### config.mk
export PLATFORM = sky130hd
export DESIGN_NAME = wb_arbiter_stage
export DESIGN_NICKNAME = d
export VERILOG_FILES = /design/src/rtl/pipeline_pkg.sv /design/src/rtl/mux4.sv /design/src/rtl/wb_fifo.sv /design/src/rtl/wb_arbiter_stage.sv
export SDC_FILE = /design/constraint.sdc
export NUM_CORES = 1
export LEC_CHECK = 0
export BUFFER_PORTS_ARGS = -buffer_cell sky130_fd_sc_hd__buf_2
export CORE_ASPECT_RATIO = 0.9
export CORE_MARGIN = 8
export CORE_UTILIZATION = 56
export DETAILED_ROUTE_END_ITERATION = 6
export GPL_TIMING_DRIVEN = 0
export MAX_ROUTING_LAYER = met4
export PLACE_DENSITY = 0.95
export RECOVER_POWER = 50
export SYNTH_ARGS = -nofsm -noshare
export SYNTH_HDL_FRONTEND = slang
export SYNTH_SLANG_ARGS = --single-unit
### constraint.sdc
create_clock -name clk -period 4.92 [get_ports clk]
set_clock_uncertainty 0.05 [all_clocks]
set_input_delay 0.492 -clock clk [delete_from_list [all_inputs] [get_ports clk]]
set_output_delay 0.492 -clock clk [all_outputs]
set_load 0.01 [all_outputs]
### src/rtl/pipeline_pkg.sv
// Shared pipeline types: MEM/WB register layout, long-latency writeback
// entry, ResultSrc encodings and a register one-hot helper.
package pipeline_pkg;

  localparam int unsigned PL_XLEN = 32;

  localparam logic [1:0] RES_ALU  = 2'b00;
  localparam logic [1:0] RES_LOAD = 2'b01;
  localparam logic [1:0] RES_PC4  = 2'b10;
  localparam logic [1:0] RES_IMM  = 2'b11;

  typedef struct packed {
    logic [PL_XLEN-1:0] ALUResult;
    logic [PL_XLEN-1:0] load_data;
    logic [PL_XLEN-1:0] PCPlus4;
    logic [PL_XLEN-1:0] ImmExt;
    logic [1:0]         ResultSrc;
    logic [4:0]         Rd;
    logic               RegWrite;
  } memwb_t;

  typedef struct packed {
    logic [4:0]         rd;
    logic [PL_XLEN-1:0] data;
  } ll_wb_t;

  // One-hot register mask for a 5-bit register index.
  function automatic logic [31:0] reg_onehot(input logic [4:0] r);
    logic [31:0] m;
    m    = '0;
    m[r] = 1'b1;
    return m;
  endfunction

endpackage

### src/rtl/mux4.sv
// Generic 4:1 multiplexer.
// Ports: d0_i..d3_i data inputs, sel_i 2-bit select, y_o selected data.
module mux4 #(
  parameter int unsigned W = 32
) (
  input  logic [W-1:0] d0_i,
  input  logic [W-1:0] d1_i,
  input  logic [W-1:0] d2_i,
  input  logic [W-1:0] d3_i,
  input  logic [1:0]   sel_i,
  output logic [W-1:0] y_o
);

  always_comb begin
    y_o = d0_i;
    unique case (sel_i)
      2'd0:    y_o = d0_i;
      2'd1:    y_o = d1_i;
      2'd2:    y_o = d2_i;
      default: y_o = d3_i;
    endcase
  end

endmodule

### src/rtl/wb_fifo.sv
// Synchronous FIFO of long-latency writeback entries.
// Ports: clk_i, reset_i (sync, active-high); push_i/push_data_i enqueue;
// pop_i dequeue; head_o oldest entry; full_o/empty_o/count_o status;
// valid_o/entries_o raw storage with per-slot occupancy for pending tracking.
module wb_fifo
  import pipeline_pkg::*;
#(
  parameter int unsigned DEPTH = 4
) (
  input  logic                       clk_i,
  input  logic                       reset_i,
  input  logic                       push_i,
  input  ll_wb_t                     push_data_i,
  input  logic                       pop_i,
  output ll_wb_t                     head_o,
  output logic                       full_o,
  output logic                       empty_o,
  output logic [$clog2(DEPTH):0]     count_o,
  output logic [DEPTH-1:0]           valid_o,
  output ll_wb_t [DEPTH-1:0]         entries_o
);

  localparam int unsigned PTR_W = $clog2(DEPTH);
  localparam int unsigned CNT_W = PTR_W + 1;

  ll_wb_t [DEPTH-1:0] mem_q;
  logic   [PTR_W-1:0] wr_ptr_q, rd_ptr_q;
  logic   [CNT_W-1:0] count_q;
  logic               do_push, do_pop;

  assign full_o    = (count_q == CNT_W'(DEPTH));
  assign empty_o   = (count_q == '0);
  assign do_push   = push_i & ~full_o;
  assign do_pop    = pop_i & ~empty_o;
  assign head_o    = mem_q[rd_ptr_q];
  assign count_o   = count_q;
  assign entries_o = mem_q;

  // Pointers wrap naturally since DEPTH is a power of two.
  always_ff @(posedge clk_i) begin
    if (reset_i) begin
      wr_ptr_q <= '0;
      rd_ptr_q <= '0;
      count_q  <= '0;
    end else begin
      if (do_push) wr_ptr_q <= wr_ptr_q + PTR_W'(1);
      if (do_pop)  rd_ptr_q <= rd_ptr_q + PTR_W'(1);
      case ({do_push, do_pop})
        2'b10:   count_q <= count_q + CNT_W'(1);
        2'b01:   count_q <= count_q - CNT_W'(1);
        default: count_q <= count_q;
      endcase
    end
  end

  // Payload storage needs no reset; occupancy is tracked by count_q.
  always_ff @(posedge clk_i) begin
    if (do_push) mem_q[wr_ptr_q] <= push_data_i;
  end

  // Slot i is live when its distance from the read pointer is below count.
  always_comb begin
    valid_o = '0;
    for (int i = 0; i < int'(DEPTH); i++) begin
      valid_o[i] = ({1'b0, PTR_W'(PTR_W'(i) - rd_ptr_q)} < count_q);
    end
  end

endmodule

### src/rtl/wb_arbiter_stage.sv
// Writeback stage arbitrating one register-file write port between the
// in-order pipeline and NLL long-latency result channels buffered in a FIFO.
// Optional macro WB_BYPASS_EN: lets an LL result write the port directly
// when the FIFO is empty and the port is otherwise idle.
// Ports: clk, reset (sync, active-high); inputs/inputs_valid MEM/WB slot;
// ll_valid/ll_rd/ll_data LL channels, ll_ready acceptance; RegWriteW/RdW/
// ResultW write port; StallW pipeline write refused; pending_mask registers
// targeted by buffered entries; ll_count FIFO occupancy.
module wb_arbiter_stage
  import pipeline_pkg::*;
#(
  parameter int unsigned XLEN       = 32,
  parameter int unsigned NLL        = 2,
  parameter int unsigned DEPTH      = 4,
  parameter int unsigned STARVE_MAX = 8
) (
  input  logic                   clk,
  input  logic                   reset,
  input  memwb_t                 inputs,
  input  logic                   inputs_valid,
  input  logic [NLL-1:0]         ll_valid,
  input  logic [NLL*5-1:0]       ll_rd,
  input  logic [NLL*XLEN-1:0]    ll_data,
  output logic [NLL-1:0]         ll_ready,
  output logic                   RegWriteW,
  output logic [4:0]             RdW,
  output logic [XLEN-1:0]        ResultW,
  output logic                   StallW,
  output logic [31:0]            pending_mask,
  output logic [$clog2(DEPTH):0] ll_count
);

  localparam int unsigned CNT_W = $clog2(DEPTH) + 1;
  localparam int unsigned AGE_W = $clog2(STARVE_MAX + 1);

  ll_wb_t               fifo_head, push_entry;
  ll_wb_t [DEPTH-1:0]   fifo_entries;
  logic   [DEPTH-1:0]   fifo_valid;
  logic                 fifo_full, fifo_empty;
  logic   [CNT_W-1:0]   fifo_count;
  logic                 push, pop, bypass;

  logic                 pipe_wr, force_drain;
  logic   [PL_XLEN-1:0] pipe_result;

  logic                 ll_any;
  logic   [NLL-1:0]     ll_sel_oh;
  logic   [4:0]         ll_sel_rd;
  logic   [XLEN-1:0]    ll_sel_data;

  logic   [AGE_W-1:0]   age_q, age_d;

  assign pipe_wr     = inputs_valid & inputs.RegWrite & (inputs.Rd != 5'd0);
  assign force_drain = ~fifo_empty & (age_q == AGE_W'(STARVE_MAX));

  mux4 #(.W(PL_XLEN)) u_result_mux (
    .d0_i  (inputs.ALUResult),
    .d1_i  (inputs.load_data),
    .d2_i  (inputs.PCPlus4),
    .d3_i  (inputs.ImmExt),
    .sel_i (inputs.ResultSrc),
    .y_o   (pipe_result)
  );

  // Fixed priority: scanning downwards lets the lowest valid index win.
  always_comb begin
    ll_any      = 1'b0;
    ll_sel_oh   = '0;
    ll_sel_rd   = '0;
    ll_sel_data = '0;
    for (int i = int'(NLL) - 1; i >= 0; i--) begin
      if (ll_valid[i]) begin
        ll_any       = 1'b1;
        ll_sel_oh    = '0;
        ll_sel_oh[i] = 1'b1;
        ll_sel_rd    = ll_rd[i*5 +: 5];
        ll_sel_data  = ll_data[i*XLEN +: XLEN];
      end
    end
  end

  // Port arbitration: starved FIFO head > pipeline > FIFO drain > bypass.
  always_comb begin
    RegWriteW = 1'b0;
    RdW       = '0;
    ResultW   = '0;
    StallW    = 1'b0;
    ll_ready  = '0;
    pop       = 1'b0;
    push      = 1'b0;
    bypass    = 1'b0;
    if (!reset) begin
      if (force_drain) begin
        RegWriteW = 1'b1;
        RdW       = fifo_head.rd;
        ResultW   = XLEN'(fifo_head.data);
        pop       = 1'b1;
        StallW    = pipe_wr;
      end else if (pipe_wr) begin
        RegWriteW = 1'b1;
        RdW       = inputs.Rd;
        ResultW   = XLEN'(pipe_result);
      end else if (!fifo_empty) begin
        RegWriteW = 1'b1;
        RdW       = fifo_head.rd;
        ResultW   = XLEN'(fifo_head.data);
        pop       = 1'b1;
`ifdef WB_BYPASS_EN
      end else if (ll_any) begin
        RegWriteW = 1'b1;
        RdW       = ll_sel_rd;
        ResultW   = ll_sel_data;
        bypass    = 1'b1;
`endif
      end
      // No acceptance while full, even if the head pops this cycle.
      if (!fifo_full && ll_any) begin
        ll_ready = ll_sel_oh;
        push     = ~bypass & (ll_sel_rd != 5'd0);
      end
    end
  end

  assign push_entry = '{rd: ll_sel_rd, data: PL_XLEN'(ll_sel_data)};

  wb_fifo #(.DEPTH(DEPTH)) u_fifo (
    .clk_i       (clk),
    .reset_i     (reset),
    .push_i      (push),
    .push_data_i (push_entry),
    .pop_i       (pop),
    .head_o      (fifo_head),
    .full_o      (fifo_full),
    .empty_o     (fifo_empty),
    .count_o     (fifo_count),
    .valid_o     (fifo_valid),
    .entries_o   (fifo_entries)
  );

  // Head age: clears on pop or when empty, saturates at STARVE_MAX.
  always_comb begin
    age_d = age_q;
    if (fifo_empty || pop)                 age_d = '0;
    else if (age_q != AGE_W'(STARVE_MAX))  age_d = age_q + AGE_W'(1);
  end

  always_ff @(posedge clk) begin
    if (reset) age_q <= '0;
    else       age_q <= age_d;
  end

  always_comb begin
    pending_mask = '0;
    if (!reset) begin
      for (int i = 0; i < int'(DEPTH); i++) begin
        if (fifo_valid[i]) pending_mask = pending_mask | reg_onehot(fifo_entries[i].rd);
      end
    end
  end

  assign ll_count = reset ? '0 : fifo_count;

endmodule

==> results.tsv, run 1 <==
stage	metric	value	unit
floorplanning	start_util	0.5676	
placement	gp_congestion	0.9615	
route	postRouteWirelength	30.63	mm
floorplanning	die_w	150.3	µm
grt	grt_max_degree	26	
clocking	clock_latency	0.42	ns
run_status	run_status	finished, violations left	
grt	grt_pass1_wl	45.20	mm
clocking	cts_max_path_buffers	2	
clocking	cts_tree	yes	
route	vias_per_cell	6.784	
yosys	synth-seq-cells	159	
timing	setup-tns-final	0	ns
yosys	yosys-top-cells-count	edfxtp_1, mux4_2, a22o_1, a32oi_1, a32o_1	
timing	final-max-slew-violation-count	35	
hold_path	hold_class	in -> reg	
clocking	postCtsSetupBuffers	0	
timing	whs	0.3854	ns
floorplanning	chipHeight	136.9	µm
clocking	cts_hold_buf	0	
route	drt-pass1-iter-count	5	
route	met2_length	15.59	mm
timing	layout_setup_ws	0.6242	ns
route	wl_met3	3.474	mm
grt	antenna_found_initial	2	
yosys	yosysMostFrequentCell	edfxtp_1	
route	wl_met1	10.87	mm
setup_path	crit_fanout	10	
setup_path	crit_chain	buf_1 > xnor2_1 > ha_1 > nor2b_1 > clkbuf_1 > a2111oi_1 > nand2_1 > a31oi_1 > buf_2	
grt	grt_util_all_layers	0.3012	
placement	place_ws	1.269	ns
run_status	violations	capacitance limit, slew limit	
yosys	async_flop_share	0	
clocking	htree_levels	4	
yosys	synth-edff-count	148	
timing	finalSetupViolations	0	
timing	fmax	232.8	MHz
setup_path	critPathLaunchType	flop	
yosys	yosysTopAreaCell	edfxtp_1	
yosys	synth_fp_nets	853	
yosys	synth_area_per_cell	14.52	µm²
timing	worst_pin_slew	1.922	ns
finish	nets	1165	
floorplanning	num_rows	44	
route	top_layer_used	met4	
finish	final_layout_size_suffix_gt1_frac	0.4437	
yosys	ys_types	48	
route	route.detailed.drc	0	
setup_path	worstPathBufferInverterCount	3	
finish	finish.utilization	0.7144	
finish	design_area	0.01144	mm²
floorplanning	fp.coreArea	0.01602	mm²
setup_path	path_class	reg -> out	
timing	slew_headroom	-0.2858	
setup_path	worst_ep_arrival_time	3.75	ns
power_and_ir_drop	ir_worst_vdd	0.2597	mV
route	drtAntennaViolNets	0	
yosys	synthFlopType	edfxtp_1	
setup_path	cpPeakStageDelay	0.83	ns
timing	hold_viol_final	0	
finish	final_cells	1161	
yosys	synthCells	626	
clocking	cts_resized	0	
grt	grt_pass1_vias	8055	
clocking	cts_inserted_buffers	17	
route	drt_iter0_markers	963	
yosys	netlist.area_leader.share	0.4888	
timing	period_share	0.8731	
timing	period_minus_slack	4.296	ns
route	vias	7876	
floorplanning	dieArea	0.02058	mm²
setup_path	cp_top_family	compound AO/OA/AOI/OAI gates	
timing	rsz0062_at_grt	false	
placement	placed_area	0.01093	mm²
setup_path	endpoint_kind	output port	
placement	dp_cells	1126	
yosys	yosysWarnings	0	
grt	grt_overflow	0	
yosys	synthTopCellsByArea	edfxtp_1, mux4_2, a22o_1	
setup_path	cp.required	4.38	ns
route	wl_per_cell	26.38	µm
power_and_ir_drop	power_density	408.5	mW/mm²
clocking	cts_root_buf	clkbuf_16	
yosys	syn-cell-area	0.009092	mm²
finish	num-fill-cells	988	
job	max_cap_violations	2	
clocking	clock_sinks	159	
floorplanning	num_io_pins	291	
placement	hpwl	23.11	mm
finish	area_growth_syn_to_layout	25.87	%
placement	portBuffers	289	
clocking	clk_pin_slew	0.07	ns
power_and_ir_drop	finalPower	4.675	mW
power_and_ir_drop	power.leakage	4.241	nW
setup_path	crit_path_top_delay_cell	a2111oi_1	
yosys	ys_seq_area_frac	0.5130	
==> worst paths after layout <==
kind / from / endpoint / slack (ns) / cells after the start
hold reg to reg: age_q[0] / age_q[0] / 0.43 / 1
setup reg to reg: u_fifo.count_o[2] / u_fifo.entries_o[105] / 1.51 / 5
hold / removal: ll_data[50] / u_fifo.entries_o[18] / 0.39 / 2
setup / recovery: u_fifo.rd_ptr_q[1] / pending_mask[9] / 0.62 / 9
==> flip-flops by register name (all words and copies together) (netlist names) <==
| name | flops |
|---|---|
| age_q | 4 |
| u_fifo.count_o | 3 |
| u_fifo.entries_o | 148 |
| u_fifo.rd_ptr_q | 2 |
| u_fifo.wr_ptr_q | 2 |
==> final cells by class <==
cell class / count / area, µm² / area share
plain buffers: 54 / 254.0 / 0.02219
repair buffers: 293 / 1546 / 0.1351
multi-input cells: 396 / 4089 / 0.3573
well taps: 207 / 259.0 / 0.02263
clock buffers: 18 / 429.2 / 0.03750
inverters: 17 / 63.81 / 0.005576
flip-flops and latches: 159 / 4664 / 0.4076
diodes: 3 / 7.507 / 0.0006560
clock inverters: 14 / 131.4 / 0.01148
==> power by group <==
| group | switching [mW] | internal (mW) | leakage, nW | total (mW) |
|---|---|---|---|---|
| clock network | 0.586 | 0.665 | 0.269 | 1.25 |
| registers | 0.0765 | 1.65 | 1.45 | 1.73 |
| logic | 1.00 | 0.693 | 2.52 | 1.70 |
| total | 1.67 | 3.01 | 4.24 | 4.68 |
==> cells by family (layout without fill, tap and decap cells) <==
kind of cell    after synthesis  count (layout)  share of synthesized area
compound gates              193             193                     0.1860
mux                          71              71                     0.1732
fa+ha+maj                    12              12                    0.01734
xor+xnor                      5               5                   0.004817
buf+inv                      71             396                    0.03605
other cells                   0               3                          0
simple gates                115             115                    0.06949
flops                       159             159                     0.5130
==> per-layer routing <==
metal	GRT usage	vias to the layer above
li1	-	3311
met1	0.3579	3845
met2	0.4998	660
met3	0.06645	60
met4	0.1076	0
met5	-	-
==> cells in the final DEF, fill, tap and decap left out, types with 6 or more instances in the layout <==
cell and instances:
nand3_1 11, a32o_1 32, nand2_1 16, nor2b_1 14, ha_1 11, nor2_1 24, buf_2 298, nand2b_1 8
nor3b_1 6, nor3_1 7, a32oi_1 34, inv_1 17, a22oi_1 23, buf_1 12, mux4_2 69, a31oi_1 7
clkinv_4 6, a2111oi_2 6, edfxtp_1 148, clkbuf_1 29, dfxtp_1 11, nor4_1 6, a22o_1 41, clkbuf_16 17
a21oi_1 31
Note: power is estimated with default switching activity, not from simulation.
==> run 2: changes to the inputs <==
ABC_CLOCK_PERIOD_IN_PS = 4920   (was unset)
RECOVER_POWER = 100   (was 50)
==> results.tsv, run 2 (synthesized netlist as in run 1, its figures left out) <==
stage	metric	value	unit	change
finish	finish.utilization	0.7047		-0.009684
clocking	cts_root_buf	clkbuf_16		
placement	place_ws	1.269	ns	unchanged
finish	layout_common_cells	buf_2, edfxtp_1, clkbuf_1		
clocking	cts_tree	yes		
setup_path	endpoint_kind	output port		
timing	layout_setup_ws	0.4072	ns	-0.2169 ns
grt	grt_max_degree	26		unchanged
setup_path	reg2reg_to	u_fifo.entries_o[50]		
floorplanning	fp.coreArea	0.01602	mm²	unchanged
power_and_ir_drop	power.clock.fraction	0.272		+0.005
route	drt_iter0_markers	908		-5.7%
placement	portBuffers	289		unchanged
hold_path	min_path_cells	2		unchanged
power_and_ir_drop	power.leakage	3.994	nW	-5.8%
setup_path	crit_fanout	10		unchanged
finish	largest_reg_flops	148		unchanged
clocking	htree_levels	4		unchanged
placement	placed_area	0.01093	mm²	unchanged
placement	hpwl	23.11	mm	unchanged
floorplanning	num_io_pins	291		unchanged
placement	gp_congestion	0.9615		unchanged
grt	grt_pass1_vias	8055		unchanged
route	drt-pass1-iter-count	7		+2
setup_path	reg2regPathDepth	5		unchanged
timing	period_minus_slack	4.513	ns	+0.2169 ns
route	vias_per_cell	6.771		-0.19%
timing	final-max-slew-violation-count	91		+160%
finish	final_layout_size_suffix_gt1_frac	0.3764		-0.06730
clocking	cts_hold_buf	0		unchanged
finish	design_area	0.01129	mm²	-1.4%
timing	fmax	221.6	MHz	-4.8%
timing	finalSetupViolations	0		unchanged
power_and_ir_drop	power_density	408.1	mW/mm²	about the same
power_and_ir_drop	p_int	2.969	mW	-1.3%
route	vias	7861		-0.19%
finish	nets	1165		unchanged
floorplanning	die_w	150.3	µm	unchanged
job	max_cap_violations	5		+3
grt	grt_util_all_layers	0.3012		unchanged
finish	final_common_cell	buf_2		
timing	hold_viol_final	0		unchanged
hold_path	hp-start	ll_data[50]		
setup_path	cp.required	4.38	ns	about the same
clocking	clk_pin_slew	0.07	ns	about the same
power_and_ir_drop	seqPwrFrac	0.375		+0.006
timing	slew_headroom	-0.5651		-0.2794
finish	area_growth_syn_to_layout	24.16	%	
hold_path	hold_end	u_fifo.entries_o[18]		
clocking	clock_sinks	159		unchanged
route	wl_per_cell	26.46	µm	+0.31%
floorplanning	start_util	0.5676		unchanged
clocking	cts_inserted_buffers	17		unchanged
clocking	postCtsSetupBuffers	0		unchanged
setup_path	path_class	reg -> out		
grt	grt_overflow	0		unchanged
grt	grt_pass1_wl	45.20	mm	unchanged
run_status	run_status	finished, violations left		
timing	period_share	0.9172		+0.04409
run_status	violations	capacitance limit, slew limit		
timing	setup-tns-final	0	ns	unchanged
timing	rsz0062_at_grt	false		
route	postRouteWirelength	30.73	mm	+0.31%
route	route.detailed.drc	0		unchanged
floorplanning	dieArea	0.02058	mm²	unchanged
setup_path	critPathLaunchType	flop		
clocking	cts_resized	0		unchanged
floorplanning	num_rows	44		unchanged
setup_path	rr_startpoint	u_fifo.count_o[2]		
power_and_ir_drop	p_comb_frac	0.353		-0.010
clocking	cts_max_path_buffers	2		unchanged
setup_path	r2r_setup_slack	0.86	ns	-0.65 ns
power_and_ir_drop	netSwitchingPower	1.638	mW	-1.7%
clocking	clock_latency	0.42	ns	about the same
setup_path	worst_ep_arrival_time	3.97	ns	+0.22 ns
route	drtAntennaViolNets	0		unchanged
power_and_ir_drop	switching_share	0.3556		-0.001048
hold_path	hold_class	in -> reg		
floorplanning	chipHeight	136.9	µm	unchanged
grt	antenna_found_initial	2		unchanged
timing	worst_pin_slew	2.334	ns	+0.4121 ns
power_and_ir_drop	ir_worst_vdd	0.2585	mV	-0.48%
[run 2: cell types whose count changed in the layout (fill, tap and decap cells not counted), moves of 2 or more]
cell,before,now
a2111oi_0,0,2
buf_1,12,10
clkbuf_1,29,89
a2111oi_4,4,2
buf_2,298,241
[run 2: worst max-delay path, cell delays in order (launching register included)]
cell	delay, ns
dfxtp_1	0.36
clkbuf_1	0.25
or3_1	0.40
a211oi_1	1.83
buf_6	0.29
a32o_1	0.22
clkbuf_1	0.18
[run 2: metal layers]
| metal | wire length [µm] | track usage | vias to the layer above |
|---|---|---|---|
| li1 | - | - | 3309 |
| met3 | 3622 | 0.06645 | 68 |
| met1 | 10870 | 0.3579 | 3828 |
| met5 | 0 | - | - |
| met4 | 721 | 0.1076 | 0 |
| met2 | 15510 | 0.4998 | 656 |
[run 2: final cells by class]
| cell class | count | area, µm² |
|---|---|---|
| diodes | 3 | 7.507 |
| plain buffers | 54 | 252.7 |
| clock buffers | 18 | 429.2 |
| clock inverters | 14 | 131.4 |
| fillers | 1044 | 4731 |
| inverters | 17 | 63.81 |
| multi-input cells | 396 | 4021 |
| flip-flops and latches | 159 | 4664 |
| well taps | 207 | 259.0 |
| repair buffers | 293 | 1460 |
[run 2: worst max-delay path by stage]
stage,depth (start not counted),slack [ns],startpoint,end
2_1_floorplan,5,1.64,ll_valid[0],u_fifo.entries_o[0]
3_3_place_gp,6,0.24,ll_valid[0],u_fifo.entries_o[84]
3_5_place_dp,9,1.27,u_fifo.rd_ptr_q[1],pending_mask[9]
4_1_cts,9,0.80,u_fifo.rd_ptr_q[1],pending_mask[9]
5_1_grt,6,0.25,u_fifo.count_o[2],ResultW[15]
6_report,6,0.41,u_fifo.count_o[2],ResultW[15]
[run 2: per-stage QoR]
| step | power [mW] | hold WS, ns | cells |
|---|---|---|---|
| floorplan | 2.858 | 0.3797 | 626 |
| global placement | 3.333 | 0.3994 | 1122 |
| detailed placement | 3.422 | 0.4283 | 1126 |
| CTS | 4.664 | 0.3729 | 1158 |
| global route | 4.782 | 0.3720 | 1160 |
| finish | 4.607 | 0.3942 | 1161 |
[run 2: power by group through the flow]
stage / clock, mW / sequential, mW / combinational (mW)
5_1_grt: 1.31 / 1.74 / 1.73
6_report: 1.25 / 1.73 / 1.63
4_1_cts: 1.25 / 1.72 / 1.69
3_5_place_dp: 0 / 1.75 / 1.67
3_3_place_gp: 0 / 1.75 / 1.58
2_1_floorplan: 0 / 1.72 / 1.13
==> run 3: changes to the inputs <==
--- a/config.mk
+++ b/config.mk
@@ -10,9 +10,9 @@
 export CORE_ASPECT_RATIO = 0.9
 export CORE_MARGIN = 8
-export CORE_UTILIZATION = 56
+export CORE_UTILIZATION = 35
 export DETAILED_ROUTE_END_ITERATION = 6
 export GPL_TIMING_DRIVEN = 0
 export MAX_ROUTING_LAYER = met4
-export PLACE_DENSITY = 0.95
+export PLACE_DENSITY = 0.68
 export RECOVER_POWER = 100
 export SYNTH_ARGS = -nofsm -noshare
==> constraint.sdc (replaced) <==
create_clock -name clk -period 4.92 [get_ports clk]
set_clock_uncertainty 0.05 [all_clocks]
set_input_delay 0.246 -clock clk [delete_from_list [all_inputs] [get_ports clk]]
set_output_delay 0.246 -clock clk [all_outputs]
set_load 0.01 [all_outputs]
==> results.tsv, run 3 (synthesized netlist as in run 1, its figures left out) <==
stage	metric	value	unit	change
setup_path	worst_ep_arrival_time	3.99	ns	+0.02 ns
placement	gp_congestion	0.9365		-2.6%
setup_path	crit_fanout	10		unchanged
power_and_ir_drop	ir_worst_vdd	0.2554	mV	-1.2%
clocking	postCtsSetupBuffers	0		unchanged
route	drt-pass1-iter-count	5		-2
route	postRouteWirelength	31.13	mm	+1.3%
clocking	cts_root_buf	clkbuf_16		
route	wl_per_cell	23.94	µm	-9.5%
grt	grt_max_degree	29		+12%
route	vias_per_cell	5.745		-15%
grt	grt_overflow	0		unchanged
finish	num-fill-cells	2478		+140%
placement	hpwl	24.18	mm	+4.6%
timing	layout_setup_ws	0.6341	ns	+0.2269 ns
clocking	cts_resized	0		unchanged
clocking	cts_hold_buf	0		unchanged
route	drtAntennaViolNets	0		unchanged
finish	final_layout_size_suffix_gt1_frac	0.3680		-0.008412
finish	layout_common_cells	buf_2, edfxtp_1, clkbuf_1		
floorplanning	chipHeight	168.9	µm	+23%
floorplanning	start_util	0.3526		-0.2149
finish	multi_input_area	0.004049	mm²	+0.68%
timing	final-max-slew-violation-count	82		-9.9%
finish	largest_reg_flops	148		unchanged
finish	area_growth_syn_to_layout	26.12	%	
grt	grt_pass1_wl	45.89	mm	+1.5%
placement	placed_area	0.01108	mm²	+1.4%
clocking	clock_sinks	159		unchanged
timing	hold_viol_final	0		unchanged
clocking	cts_tree	yes		
hold_path	hold_class	in -> reg		
setup_path	endpoint_kind	output port		
placement	place_ws	1.413	ns	+0.1438 ns
power_and_ir_drop	power.leakage	3.972	nW	-0.54%
floorplanning	die_w	185.9	µm	+24%
timing	period_share	0.8711		-0.04611
timing	period_minus_slack	4.286	ns	-0.2269 ns
clocking	clock_latency	0.43	ns	about the same
timing	rsz0062_at_grt	false		
finish	design_area	0.01147	mm²	+1.6%
grt	grt_pass1_vias	7752		-3.8%
route	drt_iter0_markers	755		-17%
timing	fmax	233.3	MHz	+5.3%
setup_path	path_class	reg -> out		
job	max_cap_violations	3		-2
clocking	htree_levels	4		unchanged
grt	grt_util_all_layers	0.1998		-0.1015
setup_path	critPathLaunchType	flop		
route	vias	7469		-5.0%
power_and_ir_drop	power_density	407.7	mW/mm²	-0.11%
placement	portBuffers	289		unchanged
clocking	cts_inserted_buffers	17		unchanged
floorplanning	num_io_pins	291		unchanged
finish	final_common_cell	buf_2		
setup_path	cp.required	4.62	ns	+0.24 ns
finish	nets	1165		unchanged
grt	antenna_found_initial	1		-1
floorplanning	dieArea	0.03140	mm²	+53%
clocking	cts_max_path_buffers	2		unchanged
finish	seq_area	0.004664	mm²	unchanged
route	route.detailed.drc	0		unchanged
timing	finalSetupViolations	0		unchanged
run_status	violations	capacitance limit, slew limit		
timing	setup-tns-final	0	ns	unchanged
finish	finish.utilization	0.4447		-0.2600
floorplanning	num_rows	56		+27%
run_status	run_status	finished, violations left		
timing	slew_headroom	-0.2926		+0.2725
floorplanning	fp.coreArea	0.02578	mm²	+61%
timing	worst_pin_slew	1.939	ns	-0.3947 ns
clocking	clk_pin_slew	0.07	ns	about the same
run 3: area by class of cell:
cell class	count	share of cell area
clock inverter	14	0.01549
tap	348	0.03797
multi-input combinational	396	0.3531
inverter	17	0.005565
sequential	159	0.4068
clock buffer	18	0.03743
antenna	1	0.0002182
buffer	54	0.02248
timing repair buffer	293	0.1210
run 3: where the power goes:
group | leakage, nW | total (mW) | internal [mW] | switching, mW
registers | 1.45 | 1.72 | 1.65 | 0.0710
logic | 2.22 | 1.60 | 0.640 | 0.964
clock network | 0.296 | 1.35 | 0.807 | 0.539
run 3: final timing paths:
check / from / endpoint / slack [ns] / cells after the start
hold reg to reg: age_q[0] / age_q[0] / 0.42 / 1
setup reg to reg: u_fifo.count_o[0] / u_fifo.entries_o[134] / 0.96 / 6
hold / removal: ll_data[42] / u_fifo.entries_o[121] / 0.14 / 2
setup / recovery: u_fifo.rd_ptr_q[1] / pending_mask[12] / 0.63 / 9
run 3: stage by stage:
step / instances / hold slack, ns / power (mW)
2_1_floorplan: 626 / 0.3797 / 2.858
3_3_place_gp: 1263 / 0.4009 / 3.385
3_5_place_dp: 1267 / 0.4088 / 3.426
4_1_cts: 1299 / 0.1173 / 4.770
5_1_grt: 1300 / 0.1489 / 4.885
6_report: 1300 / 0.1431 / 4.675
run 3: metal layers:
metal  up-vias  part of all wire  GRT usage
li1       3312                 -          -
met1      3743              0.41     0.2570
met2       374              0.51     0.3236
met3        40             0.064    0.02936
met4         0             0.018    0.06037
met5         -                 0          -
run 3: worst max-delay path: stages (launching register included):
cell and delay, ns:
dfxtp_1 0.47, clkbuf_1 0.52, xnor2_1 0.25, ha_1 0.28
nor2b_1 0.12, clkbuf_1 0.23, a2111oi_0 1.06, a22oi_1 0.25
a21oi_1 0.20, clkbuf_1 0.18
